===== config.mk =====
export PLATFORM = sky130hd
export DESIGN_NAME = serial_magnitude_comparator
export DESIGN_NICKNAME = d
export VERILOG_FILES = /design/src/rtl/serial_magnitude_comparator.sv
export SDC_FILE = /design/constraint.sdc
export NUM_CORES = 1
export LEC_CHECK = 0
export ABC_AREA = 1
export BUFFER_PORTS_ARGS = -buffer_cell sky130_fd_sc_hd__buf_2
export CORE_MARGIN = 1
export CORE_UTILIZATION = 49
export CTS_CLUSTER_DIAMETER = 60
export DETAILED_ROUTE_END_ITERATION = 10
export HOLD_SLACK_MARGIN = 0.12
export PLACE_DENSITY_LB_ADDON = 0.05
export SLEW_MARGIN = 15
export SYNTH_ARGS = -nofsm -noshare
export SYNTH_HDL_FRONTEND = slang
export SYNTH_SLANG_ARGS = --single-unit

===== constraint.sdc =====
create_clock -name clk -period 1.4 [get_ports clk]
set_input_delay 0.28 -clock clk [delete_from_list [all_inputs] [get_ports clk]]
set_output_delay 0.28 -clock clk [all_outputs]
set_load 0.005 [all_outputs]

===== src/rtl/serial_magnitude_comparator.sv =====
// serial_magnitude_comparator: MSB-first digit-serial compare with early exit and start/done handshake
module serial_magnitude_comparator #(
    parameter int WIDTH = 16,
    parameter int DIGIT = 2
) (
    input  logic                                 clk,
    input  logic                                 rst_n,
    input  logic                                 start,
    input  logic                                 signed_mode,
    input  logic [WIDTH-1:0]                     a,
    input  logic [WIDTH-1:0]                     b,
    output logic                                 busy,
    output logic                                 done,
    output logic                                 eq,
    output logic                                 gt,
    output logic                                 lt,
    output logic [$clog2(WIDTH/DIGIT+1)-1:0]     cycles
);
    localparam int NDIG = WIDTH / DIGIT;
    localparam int CW = $clog2(NDIG + 1);

    typedef enum logic [1:0] {IDLE, SCAN, DONE} state_t;
    state_t state, state_nx;
    logic [WIDTH-1:0] ra, rb;
    logic [CW-1:0] idx;
    logic [DIGIT-1:0] da, db;
    logic accept, diff, last;

    // operands shift left so the digit under test is always at the top
    assign da = ra[WIDTH-1 -: DIGIT];
    assign db = rb[WIDTH-1 -: DIGIT];
    assign diff = da != db;
    assign last = idx == CW'(NDIG - 1);
    assign accept = start && state != SCAN;

    always_comb begin
        state_nx = accept ? SCAN :
                   (state == SCAN && (diff || last)) ? DONE :
                   (state == DONE) ? IDLE : state;
    end

    always_ff @(posedge clk) begin
        if (!rst_n) state <= IDLE;
        else        state <= state_nx;
    end

    always_ff @(posedge clk) begin
        if (!rst_n) begin
            ra     <= '0;
            rb     <= '0;
            idx    <= '0;
            busy   <= 1'b0;
            done   <= 1'b0;
            eq     <= 1'b0;
            gt     <= 1'b0;
            lt     <= 1'b0;
            cycles <= '0;
        end else begin
            busy <= state_nx == SCAN;
            done <= state_nx == DONE;
            if (accept) begin
                // flipping the sign bits maps two's-complement order onto unsigned order
                ra     <= a ^ {signed_mode, {(WIDTH-1){1'b0}}};
                rb     <= b ^ {signed_mode, {(WIDTH-1){1'b0}}};
                idx    <= '0;
                eq     <= 1'b0;
                gt     <= 1'b0;
                lt     <= 1'b0;
                cycles <= '0;
            end else if (state == SCAN) begin
                if (diff || last) begin
                    eq     <= !diff;
                    gt     <= da > db;
                    lt     <= da < db;
                    cycles <= idx + CW'(1);
                end else begin
                    ra  <= ra << DIGIT;
                    rb  <= rb << DIGIT;
                    idx <= idx + CW'(1);
                end
            end
        end
    end
endmodule


-- Yosys cells after proc, flatten, opt, wreduce, memory -nomap -nowiden
Cells that the tools add are included.
- bits in registers: 47
- input bits: 36
- output and inout port bits: 9
- word-level logic and storage cells: 43
- add/subtract/negate cells: 1
- $lt $le $gt $ge: 2
- equal/unequal tests: 8
- muxes and demuxes: 9
- bitwise logic cells: 4
- reductions and logical operators: 9
- operator list (cell ; number):
    2-to-1 mux 16 bit ; 6
    bitwise XOR 16 bit ; 2
    2-to-1 mux 2 bit ; 3
    AND reduction 2 bit ; 3
    adder 4 x 1 -> 4 bit (second input constant) ; 1
    equality test 2 x 1 -> 1 bit (second input constant) ; 2
    equality test 2 bit (second input constant) ; 2
    equality test 4 x 3 -> 1 bit (second input constant) ; 1
    > comparator 2 bit ; 1
    logical AND 1 bit ; 2
    < comparator 2 bit ; 1
    inequality test 2 x 1 -> 1 bit (second input constant) ; 1
    inequality test 2 bit ; 1
    inequality test 2 bit (second input constant) ; 1
    inverter 1 bit ; 2
    nonzero test 2 bit ; 1
    OR reduction 2 bit ; 1
    zero test 1 bit ; 1
    logical OR 1 bit ; 1

-- Depth between registers and ports, before layout
- word-level depth: 6
- depth in mapped cells: 10
- gate-level depth less buffers: 9

-- Least setup slack after synthesis
No wires, ideal clock.
- path kind: flip-flop to flip-flop
- from: register ra[14]
- to: register ra[2]
- arrival: 1.388 ns
- data required time: 1.330 ns
- path slack: -0.059 ns
- cell stages (with the launch flop): 10
- buffers on the path: 2
- clock period less this slack: 1.459 ns
- path through: dfxtp_1 -> inv_1 -> ha_1 -> nand2_1 -> inv_1 -> nand3_1 -> buf_2 -> buf_4 -> nand3_1 -> a21oi_1
- cells in the longest elaborated chain, start to end: 4
- ends and longest elaborated chain (what ; RTL line ; source):
    start, declared ; 24 ; logic [WIDTH-1:0] ra, rb;
    start signal, assigned ; 63 ; ra <= a ^ {signed_mode, {(WIDTH-1){1'b0}}};
    start signal, assigned ; 77 ; ra <= ra << DIGIT;
    inequality test 2 bit ; 32 ; assign diff = da != db;
    logical OR 1 bit ; 71 ; if (diff || last) begin
    inequality test 2 bit (no source line) ; -- ;
    AND reduction 2 bit (no source line) ; -- ;
No other way between the ends.
A chain may end at the register's enable or synchronous reset.

-- Final worst setup path
- from: register rb[15]
- to: register ra[3]
- cells in the longest elaborated chain, start to end: 4
- ends and longest elaborated chain (what ; RTL line ; source):
    start, declared ; 24 ;
    start signal, assigned ; 64 ; rb <= b ^ {signed_mode, {(WIDTH-1){1'b0}}};
    start signal, assigned ; 78 ; rb <= rb << DIGIT;
    inequality test 2 bit ; 32 ;
    logical OR 1 bit ; 71 ;
    inequality test 2 bit (no source line) ; -- ;
    AND reduction 2 bit (no source line) ; -- ;
No other way between the ends.

==> run_results.csv <==
group,metric,value,unit
synth,syn-cell-area,2200,µm²
floorplan,io_pins,45,
finish,multi_input_area,1210,µm²
synth,synth_nets,361,
sta,finalSetupViolations,6,
critical_path,endpoint_kind,"flop",
floorplan,die_x,69.0,µm
synth,ys_types,22,
floorplan,start_util,50.9,%
finish,syn_to_final_growth,28.7,%
clock_tree,clkLatencyLatePin,0.29,ns
sta,final-hold-violation-count,0,
global_routing,grt_usage,23.1,%
synth,ys_seq_elements,47,
floorplan,dieArea,4760,µm²
critical_path,max_stage_delay,0.34,ns
detailed_routing,wl_per_cell,12.2,µm
critical_path,crit_chain,"inv_2 > ha_4 > nand2_4 > inv_4 > nand3_4 > nand2_4 > buf_6 > nand2_2 > a21oi_2",
sta,rsz0062_at_grt,"yes",
floorplan,num_rows,24,
synth,synth_edf_count,0,
floorplan,die_h,69.0,µm
sta,fin_crit_sh,101,%
synth,yosysWarnings,0,
critical_path,cp_max_fo,8,
synth,synth_area_per_cell,6.83,µm²
min_path,min_path_type,"in2reg",
synth,ys_seq_area_share,42.8,%
clock_tree,cts.clk_slew.worst_paths,0.09,ns
clock_tree,cts_root_buffer,"clkbuf_8",
sta,max_freq,0.708,GHz
synth,synth_top_area_cell,"dfxtp_1",
critical_path,critPathTopFamily,"simple AND/OR/NAND/NOR gates",
detailed_routing,wl,5250,µm
detailed_routing,drc,0,
run,cap_violations,0,
sta,skew,0.00615,ns
detailed_routing,drt_iter0_drc,78,
clock_tree,cts_tree,"done",
global_routing,gr-total-overflow,0,
sta,worstMarginPinSlew,0.422,ns
power_and_ir_drop,p_per_area,1230,nW/µm²
floorplan,core,4320,µm²
critical_path,crit_arrival,1.65,ns
sta,whs,0.223,ns
sta,drv_slew,0,
critical_path,path_class,"reg2reg",
synth,synth_top_area_share,42.8,%
finish,fillers,405,
detailed_routing,drt_first_pass_iters,4,
sta,setup_slack,-0.0134,ns
critical_path,timing.critical_path.buf_inv,3,
detailed_routing,vias_per_cell,5.12,
synth,synth.top_cells.by_count,"101 x nand2_1, 61 x nand3_1, 47 x dfxtp_1",
clock_tree,htreeDepth,2,
synth,syn_inst,322,
clock_tree,clkSinkCount,47,
finish,nets,418,
power_and_ir_drop,p_leak,1.27,nW
outcome,violations,"negative setup slack",
critical_path,critPathLaunchType,"flop",
finish,n_antenna_cell,0,
finish,ff_latch_area,946,µm²
clock_tree,cts_made_buffers,5,
critical_path,critical_path.most_common_cell,"nand2_4",
sta,finalCriticalPeriod,1.41,ns
global_routing,grt_first_pass_wirelength,8920,µm
sta,timing.slew.headroom,71.9,%
synth,synthArstFlopShare,0,%
place,gp_congestion,0.795,
global_routing,grt_pass1_vias,1987,
outcome,status,"complete, but fails checks",
power_and_ir_drop,power,0.00348,W
power_and_ir_drop,vdd_drop_max,653,µV
critical_path,cp_slowest_cell,"dfxtp_2",
synth,synth_most_common_cell,"nand2_1",
place,dp_hpwl,3550,µm
synth,ys.flop_type,"dfxtp_1",
global_routing,grt_max_degree,36,
place,portBuffers,44,
global_routing,antenna_found_initial,0,
clock_tree,clockBufferDepth,2,
synth,yosys-top-cells-area,"dfxtp_1 43%, nand2_1 17%, nand3_1 14%",
detailed_routing,vias,2212,
finish,utilization,65.5,%
finish,drive_gt1_share,29.7,%
detailed_routing,ant_nets,0,
critical_path,cp_data_required_time,1.63,ns
where the power goes:
part | switching (W) | internal (W)
Combinational | 0.000539 | 0.000420
Clock | 0.000441 | 0.000578
Sequential | 0.0000607 | 0.00145
metal layers:
| layer | part of all wire (%) | vias to the layer above | GRT usage [%] |
|---|---|---|---|
| li1 | - | 1165 | - |
| met1 | 48 | 992 | 30.3 |
| met2 | 47 | 51 | 38.0 |
| met3 | 4.0 | 4 | 5.12 |
| met4 | 1.2 | 0 | 6.80 |
| met5 | 0 | - | 0 |
through the flow:
stage | setup WS (ns) | setup TNS [ns] | cells | cell area [µm²]
after CTS | -0.0123 | -0.0265 | 432 | 2780
after detailed placement | -0.0833 | -1.41 | 419 | 2540
final | -0.0134 | -0.0364 | 432 | 2830
after global placement | -0.0356 | -0.169 | 419 | 2540
after global routing | -0.0923 | -2.09 | 432 | 2830
after floorplan | 0.000935 | 0 | 322 | 2210
tightest hold or removal path, stage by stage:
cell and delay (ns):
buf_2 0.09, nand2_1 0.05, a21oi_1 0.05
worst paths after layout:
check               from    end  slack, ns  cells past startpoint
hold / removal      a[1]  ra[1]       0.22                      3
setup reg to reg  rb[15]  ra[3]      -0.01                      9
hold reg to reg       gt     gt       0.46                      2
setup / recovery  rb[15]  ra[3]      -0.01                      9
placed cells by master (no fill, tap or decap):
master     synthesis  routed
clkbuf_8           0       6
nand2_4            0       2
a21oi_2            1       7
nor2_2             1       2
o21ai_0            6       4
buf_4              6      20
nor3_1             1       1
inv_4              0       1
clkinv_1           1       1
o21ai_2            0       1
nand2_2            3       9
xor2_1             2       2
buf_6              0       6
nand2_1          101      93
inv_1             13       9
nand3_1           61      59
clkinv_2           0       1
a211oi_1           1       1
inv_2              1       4
xnor2_1            1       1
o21ai_1            1       2
dfxtp_2            0       4
nand3_4            0       2
nor2_1            19      18
buf_2              8      44
dfxtp_1           47      43
ha_2               0       1
a21oi_1           39      33
bufinv_16          0       1
ha_4               0       2
sequential cells by signal, summed over array words and instances, names as in the netlist:
signal / cells
ra: 16
rb: 16
cycles: 4
idx: 4
state: 2
busy: 1
done: 1
eq: 1
gt: 1
lt: 1
what timing repair did:
item                       CTS  global route
setup endpoints to repair   38            44
pin swaps                    7            10
gates cloned                 2             0
hold buffers                 0             0
resized for setup           23            19
buffers inserted             3             0
cells by family (layout without fill, tap and decap cells):
kind of cell	Yosys count	count (layout)	share of synthesized area, %
AOI/OAI and AO/OA	48	48	11.2
xor gates and xnor gates	3	3	1.19
adders and majority gates	3	3	1.71
buffers and inverters	35	93	7.45
DFF	47	47	42.8
and+or+nand+nor	186	186	35.7
cell type report:
type / instances / area share [%]
timing repair buffer: 70 / 15.5
clock inverter: 2 / 1.24
multi-input combinational: 240 / 42.6
sequential: 47 / 33.4
inverter: 15 / 2.08
tap: 52 / 2.30
clock buffer: 6 / 2.92
No activity file was read; power rests on OpenSTA's default activity.
